--- config.mk ---
export PLATFORM = sky130hd
export DESIGN_NAME = adc_rd
export DESIGN_NICKNAME = d
export VERILOG_FILES = /design/src/rtl/adc_rd_pkg.sv /design/src/rtl/adc_rd_sck_gen.sv /design/src/rtl/adc_rd.sv
export SDC_FILE = /design/constraint.sdc
export NUM_CORES = 1
export LEC_CHECK = 0
export BUFFER_PORTS_ARGS = -buffer_cell sky130_fd_sc_hd__buf_2
export CAP_MARGIN = 5
export CORE_MARGIN = 2
export CORE_UTILIZATION = 61
export CTS_CLUSTER_DIAMETER = 50
export DETAILED_ROUTE_END_ITERATION = 10
export MAX_ROUTING_LAYER = met4
export PLACE_DENSITY = 0.84
export SLEW_MARGIN = 20
export SYNTH_ARGS = -nofsm -noshare
export SYNTH_HDL_FRONTEND = slang
export SYNTH_SLANG_ARGS = --single-unit
--- constraint.sdc ---
create_clock -name clk -period 4.7 [get_ports clk]
set_clock_uncertainty 0.05 [all_clocks]
set_input_delay 0.235 -clock clk [delete_from_list [all_inputs] [get_ports clk]]
set_output_delay 0.235 -clock clk [all_outputs]
set_load 0.005 [all_outputs]
--- src/rtl/adc_rd_pkg.sv ---
// Shared types and defaults for the ADC serial reader (adc_rd) and its sck generator.
package adc_rd_pkg;

  typedef enum logic [2:0] {
    ST_IDLE,
    ST_CONV,
    ST_SETUP,
    ST_SHIFT,
    ST_QUIET
  } state_t;

  localparam int ADC_DATA_W  = 16;
  localparam int ADC_SCK_DIV = 2;
  localparam int ADC_TCONV   = 8;
  localparam int ADC_TQUIET  = 4;
  localparam int ADC_CNT_W   = 5;

  // Bits needed to hold a count from 0 up to max_val (at least one bit).
  function automatic int cnt_bits(input int max_val);
    return (max_val < 1) ? 1 : $clog2(max_val + 1);
  endfunction

endpackage

--- src/rtl/adc_rd_sck_gen.sv ---
// Serial clock generator: half-period divider, sck register and edge strobes for one frame.
// Half 0 is the low setup half; halves 1..2*DATA_W alternate high/low; o_done ends the last half.
module adc_rd_sck_gen
  import adc_rd_pkg::*;
#(
  parameter int DATA_W      = ADC_DATA_W,
  parameter int SCK_DIV     = ADC_SCK_DIV,
  parameter bit SAMPLE_FALL = 1'b0
) (
  input  logic clk,
  input  logic i_clr,
  input  logic i_en,
  output logic o_sck,
  output logic o_rise,
  output logic o_sample,
  output logic o_done
);

  localparam int DIV_W    = cnt_bits(SCK_DIV - 1);
  localparam int HALF_MAX = 2 * DATA_W;
  localparam int HALF_W   = cnt_bits(HALF_MAX);

  logic [DIV_W-1:0]  r_div;
  logic [HALF_W-1:0] r_half;
  logic              r_sck;
  logic              w_tick;
  logic              w_last;
  logic              w_rise;
  logic              w_fall;

  // Strobes mark the clk edge at which sck is about to change.
  assign w_tick = i_en && (r_div == DIV_W'(SCK_DIV - 1));
  assign w_last = (r_half == HALF_W'(HALF_MAX));
  assign w_rise = w_tick && !w_last && !r_sck;
  assign w_fall = w_tick && !w_last && r_sck;

  assign o_sck    = r_sck;
  assign o_rise   = w_rise;
  assign o_sample = SAMPLE_FALL ? w_fall : w_rise;
  assign o_done   = w_tick && w_last;

  always_ff @(posedge clk) begin
    if (i_clr || !i_en) begin
      r_div  <= '0;
      r_half <= '0;
      r_sck  <= 1'b0;
    end else if (w_tick) begin
      r_div <= '0;
      if (!w_last) begin
        r_half <= r_half + 1'b1;
        r_sck  <= ~r_sck;
      end
    end else begin
      r_div <= r_div + 1'b1;
    end
  end

endmodule

--- src/rtl/adc_rd.sv ---
// SPI-style ADC reader: start -> conversion wait -> DATA_W-bit MSB-first read -> quiet gap.
// Define ADC_SAMPLE_FALL_EN to sample sdo on sck falling edges instead of rising edges.
module adc_rd
  import adc_rd_pkg::*;
#(
  parameter int DATA_W  = ADC_DATA_W,
  parameter int SCK_DIV = ADC_SCK_DIV,
  parameter int TCONV   = ADC_TCONV,
  parameter int TQUIET  = ADC_TQUIET
) (
  input  logic                 clk,
  input  logic                 rst,
  input  logic                 key_state,
  input  logic                 start,
  input  logic                 sdo,
  output logic                 cs,
  output logic                 sck,
  output logic [ADC_CNT_W-1:0] cnt_sck,
  output logic [DATA_W-1:0]    data_out,
  output logic                 data_valid,
  output logic                 busy
);

`ifdef ADC_SAMPLE_FALL_EN
  localparam bit SAMPLE_FALL = 1'b1;
`else
  localparam bit SAMPLE_FALL = 1'b0;
`endif

  localparam int TMR_MAX = ((TCONV > TQUIET) ? TCONV : TQUIET) - 1;
  localparam int TMR_W   = cnt_bits(TMR_MAX);

  state_t               r_state;
  logic [TMR_W-1:0]     r_tmr;
  logic [DATA_W-1:0]    r_shreg;
  logic [ADC_CNT_W-1:0] r_cnt;
  logic [DATA_W-1:0]    r_dout;
  logic                 r_cs;
  logic                 r_valid;
  logic                 r_busy;
  logic                 r_fin;

  logic w_clr;
  logic w_en;
  logic w_sck;
  logic w_rise;
  logic w_sample;
  logic w_done;

  assign w_clr = rst || !key_state;
  assign w_en  = ((r_state == ST_SETUP) || (r_state == ST_SHIFT)) && !r_fin;

  adc_rd_sck_gen #(
    .DATA_W      (DATA_W),
    .SCK_DIV     (SCK_DIV),
    .SAMPLE_FALL (SAMPLE_FALL)
  ) u_sck_gen (
    .clk      (clk),
    .i_clr    (w_clr),
    .i_en     (w_en),
    .o_sck    (w_sck),
    .o_rise   (w_rise),
    .o_sample (w_sample),
    .o_done   (w_done)
  );

  // NOTE: every state bit, including the shift register, is cleared by the reset branch;
  // it is a flop vector, not a RAM, so the clear costs nothing and keeps aborted frames clean.
  always_ff @(posedge clk) begin
    if (w_clr) begin
      r_state <= ST_IDLE;
      r_tmr   <= '0;
      r_shreg <= '0;
      r_cnt   <= '0;
      r_dout  <= '0;
      r_cs    <= 1'b1;
      r_valid <= 1'b0;
      r_busy  <= 1'b0;
      r_fin   <= 1'b0;
    end else begin
      r_valid <= 1'b0;

      if (w_sample) begin
        r_shreg <= {r_shreg[DATA_W-2:0], sdo};
        if (r_cnt != ADC_CNT_W'(DATA_W)) r_cnt <= r_cnt + 1'b1;
      end

      case (r_state)
        ST_IDLE: begin
          if (start) begin
            r_state <= ST_CONV;
            r_busy  <= 1'b1;
            r_tmr   <= '0;
          end
        end
        ST_CONV: begin
          if (r_tmr == TMR_W'(TCONV - 1)) begin
            r_tmr   <= '0;
            r_state <= ST_SETUP;
            r_cs    <= 1'b0;
          end else begin
            r_tmr <= r_tmr + 1'b1;
          end
        end
        ST_SETUP: begin
          if (w_rise) r_state <= ST_SHIFT;
        end
        ST_SHIFT: begin
          // One hold cycle after the last low half, then the word is published.
          if (w_done) r_fin <= 1'b1;
          if (r_fin) begin
            r_fin   <= 1'b0;
            r_state <= ST_QUIET;
            r_cs    <= 1'b1;
            r_dout  <= r_shreg;
            r_valid <= 1'b1;
          end
        end
        ST_QUIET: begin
          if (r_tmr == TMR_W'(TQUIET - 1)) begin
            r_tmr   <= '0;
            r_state <= ST_IDLE;
            r_busy  <= 1'b0;
            r_cnt   <= '0;
          end else begin
            r_tmr <= r_tmr + 1'b1;
          end
        end
        default: r_state <= ST_IDLE;
      endcase
    end
  end

  assign cs         = r_cs;
  assign sck        = w_sck;
  assign cnt_sck    = r_cnt;
  assign data_out   = r_dout;
  assign data_valid = r_valid;
  assign busy       = r_busy;

endmodule

After elaboration in Yosys (flattened, before gate mapping)
Index checks and enable logic that the tools add are counted.

operators by class
  $lt $le $gt $ge = 0
  multipliers = 0
  bitwise operators = 3
  div/mod/pow operators = 0
  eq/ne operators = 13
  $add $sub $neg = 4
  muxes and demuxes = 23
  shift operators = 0
  reductions and logical operators = 25

operator list
  operator             count
  $mux 3               8
  $mux 5               4
  $pmux 3 s5           1
  $eq 3x2->1 const B   3
  $pmux 3 s3           1
  $ne 2x2->1 const B   4
  $mux 1               7
  $add 6x1->6 const B  1
  $eq 3x3->1 const B   2
  $eq 6x6->1 const B   1
  $reduce_and 2->1     3
  $reduce_and 3->1     2
  $add 5x1->5 const B  1
  $logic_and 1x1->1    5
  $logic_not 1->1      5
  $ne 5x5->1 const B   1
  $reduce_and 5->1     1
  $pmux 1 s2           2
  $reduce_bool 2->1    2
  $reduce_or 2->1      2
  $add 3x1->3 const B  1
  $eq 3x1->1 const B   1
  $logic_not 3->1      1
  $logic_or 1x1->1     3
  other kinds (4)      6

storage, ports and cells
  output and inout port bits = 25
  memories = 0
  bits in latches = 0
  memory bits (writable) = 0
  bits in read-only memories = 0
  word-level logic and storage cells = 80
  flip-flop bits (word level) = 55
  input bits = 5

Logic depth before layout (Yosys ltp)
Gate-level depths: netlist (run 1).

  word-level depth = 9
  depth in mapped cells = 8
  gate-level depth less buffers = 7

Cells and area by module
Synthesis (run 1) repeated with hierarchy kept, for this count alone.

second synthesis, totals
  cell total of the unflattened synthesis = 256
  area, all modules = 2381.0 µm²

by module, submodules not included
  module          seq. area each (µm²)  cells an instance  area each (µm²)  instances
  adc_rd          940.9                 208                1973.1           1
  adc_rd_sck_gen  160.2                 48                 407.9            1

Worst setup path before layout (run 1)
No wires, ideal clock.

  kind = register to register
  start = register u_sck_gen.r_half[0]
  end = register r_cnt[3], in the netlist cnt_sck[3]
  cell stages (with the launch flop) = 8
  data arrival time = 1.556 ns
  path slack = 2.971 ns
  setup time = 0.123 ns
  clock period less this slack = 1.729 ns
  path through = dfxtp_1 > inv_1 > ha_1 > nor4b_4 > a211oi_2 > buf_6 > nand4_1 > mux2_1

between the ends
  cells in the longest elaborated chain, start to end = 7

RTL lines
  item                                 RTL line              source
  start: declaration                   adc_rd_sck_gen.sv:24  logic [HALF_W-1:0] r_half;
  start signal: assignment             adc_rd_sck_gen.sv:50  r_half <= r_half + 1'b1;
  $eq 6x6->1 (*)                       adc_rd_sck_gen.sv:33  assign w_last = (r_half == HALF_W'(HALF_MAX));
  $logic_not 1->1 (*)                  adc_rd_sck_gen.sv:34  assign w_rise = w_tick && !w_last && !r_sck;
  $logic_and 1x1->1 (*) (2 in series)  adc_rd_sck_gen.sv:34
  $mux 5 (*)                           adc_rd.sv:83          if (w_sample) begin
  $mux 5                               adc_rd.sv:120         if (r_tmr == TMR_W'(TQUIET - 1)) begin
  $mux 5 (*)                           adc_rd.sv:88          case (r_state)
  end signal: assignment               adc_rd.sv:85          if (r_cnt != ADC_CNT_W'(DATA_W)) r_cnt <= r_cnt + 1'b1;
  end: declaration                     adc_rd.sv:36          logic [ADC_CNT_W-1:0] r_cnt;

Mark *: on every way between the ends. The rest lies on a longest branch, timed or not.
A chain may end at the register's enable or synchronous reset.

Worst setup path after layout (run 1)
Ends and elaborated chain as after synthesis.

==> load_flow_metrics.sql, run 1 <==
INSERT INTO impl_metrics (metric_group, metric, value, unit) VALUES
('outcome', 'outcome', 'finished, final reports clean', ''),
('setup_path', 'worst_ep_arrival_time', '2.42', 'ns'),
('sta', 'period_minus_slack', '2.250', 'ns'),
('power', 'vdd_ir_drop_max', '0.2647', 'mV'),
('min_path', 'hold_end', 'r_shreg[0]', ''),
('setup_path', 'setup.worst_path.end_class', 'flop', ''),
('setup_path', 'worst_setup_path_start_kind', 'flop', ''),
('setup_path', 'timing.critical_path.from', 'u_sck_gen.r_half[0]', ''),
('layout', 'regArea', '0.001101', 'mm^2'),
('setup_path', 'cp_cell_instances', 'inv_1 > ha_1 > nor4b_4 > a211oi_4 > buf_6 > nand4_1 > mux2_1', ''),
('layout', 'fin_nets', '293', ''),
('setup_path', 'crit_buf_inv', '2', ''),
('global_routing', 'globalRoute.totalOverflow', '0', ''),
('clock_network', 'postCtsHoldBufs', '0', ''),
('power', 'power.clock.fraction', '36.0', '%'),
('clock_network', 'cts_htree_levels', '2', ''),
('routing', 'remaining_drc_errors', '0', ''),
('sta', 'timing_max_transition_violations_final', '0', ''),
('global_routing', 'grt_first_pass_wirelength', '7.258', 'mm'),
('setup_path', 'crit-reg2reg-launch', 'u_sck_gen.r_half[0]', ''),
('routing', 'first_iter_violations', '66', ''),
('power', 'power_report.internal_total', '0.0005810', 'W'),
('power', 'p_sw_share', '23.23', '%'),
('job', 'max-cap-violations', '0', ''),
('layout', 'multi_input_area', '0.001141', 'mm^2'),
('setup_path', 'flop_to_flop_setup_slack', '2.45', 'ns'),
('global_routing', 'grt_util_all_layers', '22.43', '%'),
('yosys', 'synth_nets', '270', ''),
('power', 'power_density', '292.5', 'mW/mm^2'),
('yosys', 'synth_seq_area_share', '47.06', '%'),
('yosys', 'synth_area_per_cell', '9.104', 'um^2'),
('yosys', 'area_share_of_the_leading_cell_type_in_the_synthesized_netlist', '47.06', '%'),
('sta', 'timing.max_slew.rel_slack', '34.20', '%'),
('routing', 'wl', '4.178', 'mm'),
('clock_network', 'clock_tree.root_cell', 'sky130_fd_sc_hd__clkbuf_8', ''),
('routing', 'drt-vias-per-instance', '5.350', ''),
('routing', 'drt-wirelength-per-cell', '12.70', 'um'),
('setup_path', 'crit_fanout', '12', ''),
('yosys', 'yosysUniqueCellTypes', '38', ''),
('min_path', 'holdCritStartpoint', 'sdo', ''),
('floorplan', 'die_area', '0.004347', 'mm^2'),
('setup_path', 'timing.reg2reg.worst_path_depth', '7', ''),
('sta', 'maxClockFrequency', '0.4445', 'GHz'),
('setup_path', 'timing.critical_path.slowest_stage_cell', 'sky130_fd_sc_hd__a211oi_4', ''),
('yosys', 'yosys_warnings', '0', ''),
('clock_network', 'postCtsSetupRepairBufs', '0', ''),
('layout', 'flow.area_growth_from_synthesis', '10.59', '%'),
('min_path', 'hold_path.class', 'in2reg', ''),
('floorplan', 'num_rows', '22', ''),
('yosys', 'netlist.top_cell.by_area', 'sky130_fd_sc_hd__dfxtp_1', ''),
('routing', 'first_pass_iters', '4', ''),
('power', 'combPwrFrac', '2.1', '%'),
('power', 'switching_power', '0.0001758', 'W'),
('setup_path', 'critPathTopFamily', 'compound AO/OA/AOI/OAI gates', ''),
('sta', 'setup_tns', '0', 'ns'),
('floorplan', 'die_width', '65.93', 'um'),
('min_path', 'worst_hold_path.num_cells', '3', ''),
('floorplan', 'core_area', '0.003661', 'mm^2'),
('sta', 'final_hold_viol_count', '0', ''),
('sta', 'rsz0062_at_grt', 'no', ''),
('yosys', 'ys_seq_elements', '55', ''),
('placed_design', 'port_buffers', '29', ''),
('power', 'static-leakage-power', '0.9353', 'nW'),
('sta', 'setup_ws', '2.450', 'ns'),
('floorplan', 'die_height', '65.93', 'um'),
('global_routing', 'grt_max_degree', '45', ''),
('yosys', 'synth.top_cells.by_area', 'sky130_fd_sc_hd__dfxtp_1 (47%), sky130_fd_sc_hd__mux2i_1 (8.6%), sky130_fd_sc_hd__nand2_1 (6.3%), sky130_fd_sc_hd__nor2_1 (6.1%), sky130_fd_sc_hd__a21oi_1 (5.6%)', ''),
('setup_path', 'timing.critical_path.required', '4.87', 'ns'),
('setup_path', 'critPathKind', 'reg2reg', ''),
('clock_network', 'cts-buffers-inserted', '5', ''),
('setup_path', 'crit_path_max_incr_delay', '0.56', 'ns');
[cell usage in the layout (no fill, tap or decap), types with 2 or more instances in the layout]
| cell | count |
|---|---|
| sky130_fd_sc_hd__inv_1 | 8 |
| sky130_fd_sc_hd__clkbuf_8 | 5 |
| sky130_fd_sc_hd__a21oi_1 | 26 |
| sky130_fd_sc_hd__nand2_1 | 39 |
| sky130_fd_sc_hd__mux2i_1 | 20 |
| sky130_fd_sc_hd__nor3_1 | 2 |
| sky130_fd_sc_hd__inv_6 | 2 |
| sky130_fd_sc_hd__or3_1 | 2 |
| sky130_fd_sc_hd__ha_1 | 8 |
| sky130_fd_sc_hd__nor2b_1 | 3 |
| sky130_fd_sc_hd__nand2b_1 | 3 |
| sky130_fd_sc_hd__nand4_1 | 3 |
| sky130_fd_sc_hd__a211oi_1 | 2 |
| sky130_fd_sc_hd__nor2_1 | 38 |
| sky130_fd_sc_hd__nand3b_1 | 2 |
| sky130_fd_sc_hd__xnor2_1 | 5 |
| sky130_fd_sc_hd__or3b_2 | 3 |
| sky130_fd_sc_hd__buf_2 | 29 |
| sky130_fd_sc_hd__xor2_1 | 3 |
| sky130_fd_sc_hd__dfxtp_1 | 55 |
| sky130_fd_sc_hd__a22oi_1 | 2 |
| sky130_fd_sc_hd__a2111oi_0 | 2 |
[worst reg2reg max path, cell delays in order (launching register included)]
cell,delay (ns)
sky130_fd_sc_hd__dfxtp_1,0.42
sky130_fd_sc_hd__inv_1,0.07
sky130_fd_sc_hd__ha_1,0.19
sky130_fd_sc_hd__nor4b_4,0.16
sky130_fd_sc_hd__a211oi_4,0.56
sky130_fd_sc_hd__buf_6,0.26
sky130_fd_sc_hd__nand4_1,0.12
sky130_fd_sc_hd__mux2_1,0.32
[metal layers]
metal	routed length (um)	up-vias	GRT usage (%)	part of all wire, %
li1	-	907	-	-
met1	1882	825	26.46	45
met5	0	-	-	0
met4	71	0	8.418	1.7
met3	146	7	6.133	3.5
met2	2078	21	36.74	50
[power groups by stage]
stage / clock network, W / registers [W] / logic, W
CTS: 0.000279 / 0.000468 / 0.0000163
floorplan: 0 / 0.000478 / 0.0000126
finish: 0.000272 / 0.000468 / 0.0000161
detailed placement: 0 / 0.000479 / 0.0000162
global route: 0.000296 / 0.000469 / 0.0000182
global placement: 0 / 0.000479 / 0.0000160
[cells in the mapped netlist (2+ instances only)]
cell,instances
sky130_fd_sc_hd__dfxtp_1,55
sky130_fd_sc_hd__nand2_1,39
sky130_fd_sc_hd__nor2_1,38
sky130_fd_sc_hd__a21oi_1,26
sky130_fd_sc_hd__mux2i_1,20
sky130_fd_sc_hd__clkbuf_1,10
sky130_fd_sc_hd__ha_1,8
sky130_fd_sc_hd__inv_1,8
sky130_fd_sc_hd__xnor2_1,5
sky130_fd_sc_hd__buf_2,3
sky130_fd_sc_hd__nand2b_1,3
sky130_fd_sc_hd__nand4_1,3
sky130_fd_sc_hd__nor2b_1,3
sky130_fd_sc_hd__or3b_2,3
sky130_fd_sc_hd__xor2_1,3
sky130_fd_sc_hd__a2111oi_0,2
sky130_fd_sc_hd__a211oi_1,2
sky130_fd_sc_hd__a22oi_1,2
sky130_fd_sc_hd__buf_6,2
sky130_fd_sc_hd__nand3b_1,2
sky130_fd_sc_hd__nor3_1,2
sky130_fd_sc_hd__or3_1,2
[registers in the layout (all words and copies together), names as in the netlist]
signal,flops
data_out,16
r_shreg,16
u_sck_gen.r_half,6
cnt_sck,5
r_state,3
r_tmr,3
busy,1
cs,1
data_valid,1
r_fin,1
u_sck_gen.o_sck,1
u_sck_gen.r_div,1
[logic make-up after synthesis]
group	Yosys count	synth area share, %
adder cells (fa/ha/maj)	8	4.278
buffers and inverters	23	4.492
AO/OA/AOI/OAI	39	10.48
XOR/XNOR	8	2.995
AND/OR/NAND/NOR	103	21.66
multiplexers	21	9.037
flip-flops	55	47.06
[worst max path at each step]
stage                       endpoint  slack, ns  depth (start not counted)
after floorplan           cnt_sck[3]       2.97                          7
after global placement    cnt_sck[3]       2.30                          4
after detailed placement  cnt_sck[3]       2.20                          6
after CTS                 cnt_sck[3]       2.18                          6
after global routing      r_state[0]       2.30                          5
final                     cnt_sck[3]       2.45                          7
[stage by stage]
step	cell area [um^2]	cells	hold slack, ns	total power (W)	util [%]
2_1_floorplan	2340	257	0.3322	0.0004910	-
3_3_place_gp	2485	320	0.3902	0.0004952	67.87
4_1_cts	2576	328	0.1144	0.0007633	70.37
5_1_grt	2587	329	0.1274	0.0007826	70.68
3_5_place_dp	2485	320	0.3963	0.0004955	67.87
6_report	2587	329	0.1139	0.0007568	70.68
[final cells by class]
class	count	share of cell area [%]
Timing Repair Buffer	31	6.335
Tap cell	48	2.321
Clock buffer	5	2.660
Multi-Input combinational cell	179	44.10
Sequential cell	55	42.55
Clock inverter	3	0.8704
Inverter	8	1.161
(Power assumes the default switching activity.)
==> run 2: changes to the inputs <==
--- a/config.mk
+++ b/config.mk
@@ -8,11 +8,11 @@
 export BUFFER_PORTS_ARGS = -buffer_cell sky130_fd_sc_hd__buf_2
 export CAP_MARGIN = 5
 export CORE_MARGIN = 2
-export CORE_UTILIZATION = 61
+export CORE_UTILIZATION = 56
 export CTS_CLUSTER_DIAMETER = 50
 export DETAILED_ROUTE_END_ITERATION = 10
 export MAX_ROUTING_LAYER = met4
-export PLACE_DENSITY = 0.84
+export PLACE_DENSITY = 0.79
 export SLEW_MARGIN = 20
 export SYNTH_ARGS = -nofsm -noshare
 export SYNTH_HDL_FRONTEND = slang
==> constraint.sdc (replaced) <==
create_clock -name clk -period 2.12 [get_ports clk]
set_clock_uncertainty 0.05 [all_clocks]
set_input_delay 0.106 -clock clk [delete_from_list [all_inputs] [get_ports clk]]
set_output_delay 0.106 -clock clk [all_outputs]
set_load 0.005 [all_outputs]
==> load_flow_metrics.sql, run 2 (synthesis gave the netlist of run 1 again) <==
INSERT INTO impl_metrics (metric_group, metric, value, unit) VALUES
('sta', 'post-route-period-util', '90.00', '%'),
('routing', 'route.vias.total', '1780', ''),
('sta', 'final_hold_viol_count', '0', ''),
('setup_path', 'crit_path_max_incr_delay', '0.41', 'ns'),
('clock_network', 'post_cts_resize_count', '0', ''),
('placed_design', 'dp_hpwl', '3.014', 'mm'),
('setup_path', 'worst_setup_path_start_kind', 'flop', ''),
('global_routing', 'globalRoute.totalOverflow', '0', ''),
('clock_network', 'cts_num_sinks', '55', ''),
('setup_path', 'worst_ep_arrival_time', '2.06', 'ns'),
('routing', 'remaining_drc_errors', '0', ''),
('setup_path', 'flop_to_flop_setup_slack', '0.21', 'ns'),
('sta', 'finalSetupViolations', '0', ''),
('setup_path', 'crit-reg2reg-launch', 'u_sck_gen.r_half[0]', ''),
('power', 'vdd_ir_drop_max', '0.5145', 'mV'),
('placed_design', 'place.gp.congestion', '0.7737', ''),
('clock_network', 'clock_tree.root_cell', 'sky130_fd_sc_hd__clkbuf_8', ''),
('sta', 'period_minus_slack', '1.908', 'ns'),
('routing', 'routedLengthMet1', '2.058', 'mm'),
('routing', 'first_iter_violations', '92', ''),
('setup_path', 'destination_of_the_worst_register_to_register_timing_path', 'r_shreg[12]', ''),
('setup_path', 'critPathKind', 'reg2reg', ''),
('global_routing', 'antenna_found_initial', '0', ''),
('floorplan', 'floorplan.io_pins', '30', ''),
('global_routing', 'grt_util_all_layers', '21.46', '%'),
('layout', 'layout_common_cells', 'sky130_fd_sc_hd__dfxtp_1 (55), sky130_fd_sc_hd__nand2_1 (39), sky130_fd_sc_hd__nor2_1 (38)', ''),
('global_routing', 'grt_max_degree', '29', ''),
('floorplan', 'die_width', '68.64', 'um'),
('layout', 'finish.instance_area', '0.002653', 'mm^2'),
('setup_path', 'timing.critical_path.from', 'u_sck_gen.r_half[0]', ''),
('sta', 'maxClockFrequency', '0.5241', 'GHz'),
('sta', 'rsz0062_at_grt', 'no', ''),
('routing', 'maxUsedRoutingLayer', 'met4', ''),
('routing', 'first_pass_iters', '4', ''),
('clock_network', 'clk_pin_slew_worst_setup_hold_paths', '0.10', 'ns'),
('layout', 'fin_nets', '298', ''),
('layout', 'regArea', '0.001101', 'mm^2'),
('setup_path', 'critPathTopFamily', 'flip-flops', ''),
('setup_path', 'timing.reg2reg.worst_path_depth', '7', ''),
('clock_network', 'tritoncts', 'built', ''),
('min_path', 'hold_end', 'busy', ''),
('floorplan', 'num_rows', '23', ''),
('clock_network', 'cts-buffers-inserted', '5', ''),
('power', 'power_density', '678.1', 'mW/mm^2'),
('layout', 'antenna-diode-count', '0', ''),
('layout', 'utilization', '66.31', '%'),
('global_routing', 'grt_pass1_vias', '1622', ''),
('sta', 'setup_tns', '0', 'ns'),
('min_path', 'worst_hold_path.num_cells', '4', ''),
('setup_path', 'timing.critical_path.slowest_stage_cell', 'sky130_fd_sc_hd__dfxtp_1', ''),
('clock_network', 'clock_insertion_delay_worst_skew', '0.31', 'ns'),
('layout', 'flow.area_growth_from_synthesis', '13.37', '%'),
('floorplan', 'core_area', '0.004000', 'mm^2'),
('setup_path', 'setup.worst_path.end_class', 'flop', ''),
('layout', 'drive_above_1_share', '18.53', '%'),
('layout', 'final_cell_count_no_fill', '336', ''),
('routing', 'wl_met2', '2.171', 'mm'),
('job', 'max-cap-violations', '0', ''),
('clock_network', 'postCtsSetupRepairBufs', '0', ''),
('global_routing', 'grt_first_pass_wirelength', '7.307', 'mm'),
('clock_network', 'cts_htree_levels', '2', ''),
('outcome', 'outcome', 'finished, final reports clean', ''),
('floorplan', 'die_height', '68.64', 'um'),
('clock_network', 'max-clock-path-buffers', '2', ''),
('routing', 'detailroute.wirelength.met3', '137', 'um'),
('floorplan', 'initial_utilization', '58.49', '%'),
('routing', 'drt-vias-per-instance', '5.298', ''),
('sta', 'slew_at_the_pin_closest_to_its_max_slew_limit', '0.5258', 'ns'),
('floorplan', 'die_area', '0.004711', 'mm^2'),
('routing', 'wl', '4.451', 'mm'),
('power', 'static-leakage-power', '0.9719', 'nW'),
('setup_path', 'crit_fanout', '17', ''),
('min_path', 'hold_path.class', 'in2reg', ''),
('clock_network', 'postCtsHoldBufs', '1', ''),
('placed_design', 'port_buffers', '29', ''),
('placed_design', 'dp_cells', '327', ''),
('setup_path', 'cp_cell_instances', 'inv_1 > ha_1 > nor4b_4 > a211oi_4 > buf_4 > mux2i_1 > nor2_1', ''),
('min_path', 'holdCritStartpoint', 'start', ''),
('setup_path', 'timing.critical_path.required', '2.27', 'ns'),
('layout', 'fillers', '333', ''),
('sta', 'timing_max_transition_violations_final', '0', ''),
('layout', 'mostFrequentLayoutCell', 'sky130_fd_sc_hd__dfxtp_1', ''),
('setup_path', 'crit_buf_inv', '2', ''),
('routing', 'antenna_left', '0', ''),
('routing', 'drt-wirelength-per-cell', '13.25', 'um'),
('sta', 'timing.max_slew.rel_slack', '64.04', '%'),
('placed_design', 'detailed_place.area', '0.002525', 'mm^2'),
('layout', 'multi_input_area', '0.001141', 'mm^2');
[run 2: changes by cell type in the layout (fill, tap and decap cells not counted), sizes merged]
cell / delta
bufinv: +1
dlygate4sd3: +1
buf: +4
clkbuf: +1
inv: -2
[run 2: worst max path at each step]
stage,end,slack (ns),cells past startpoint
finish,r_shreg[12],0.21,7
global route,r_shreg[12],0.1,7
global placement,r_shreg[1],0.29,7
CTS,r_shreg[1],0.20,7
detailed placement,r_shreg[1],0.23,7
floorplan,cnt_sck[3],0.39,7
[run 2: per-stage QoR]
step                      hold WS (ns)  power, W  worst slack [ns]
after floorplan                 0.2032  0.001088            0.3911
after global placement          0.3102  0.001100            0.2945
after detailed placement        0.3245  0.001101            0.2316
after CTS                       0.1646  0.001809            0.2031
after global routing            0.1915  0.001864           0.09807
final                           0.1770  0.001799            0.2121
[run 2: report_power, final]
group          internal, W  switching [W]  leakage (nW)
Sequential         0.00103     0.00000420         0.443
Combinational    0.0000158      0.0000240         0.468
Clock             0.000382       0.000338        0.0612
[run 2: final cells by class]
cell class | count | share of cell area [%]
Multi-Input combinational cell | 179 | 43.02
Sequential cell | 55 | 41.51
Timing Repair Buffer | 36 | 7.547
Clock buffer | 6 | 3.113
Tap cell | 50 | 2.358
Clock inverter | 2 | 1.321
Inverter | 8 | 1.132
[run 2: worst register-to-register path, cell delays in order, from the launching register on]
cell and delay (ns):
sky130_fd_sc_hd__dfxtp_1 0.41, sky130_fd_sc_hd__inv_1 0.06, sky130_fd_sc_hd__ha_1 0.20, sky130_fd_sc_hd__nor4b_4 0.16, sky130_fd_sc_hd__a211oi_4 0.28, sky130_fd_sc_hd__buf_4 0.33
sky130_fd_sc_hd__mux2i_1 0.25, sky130_fd_sc_hd__nor2_1 0.06
[run 2: layer usage]
layer / track usage, % / vias up
met5: - / -
met4: 10.25 / 0
met3: 4.221 / 8
met2: 34.74 / 31
met1: 25.58 / 827
li1: - / 914
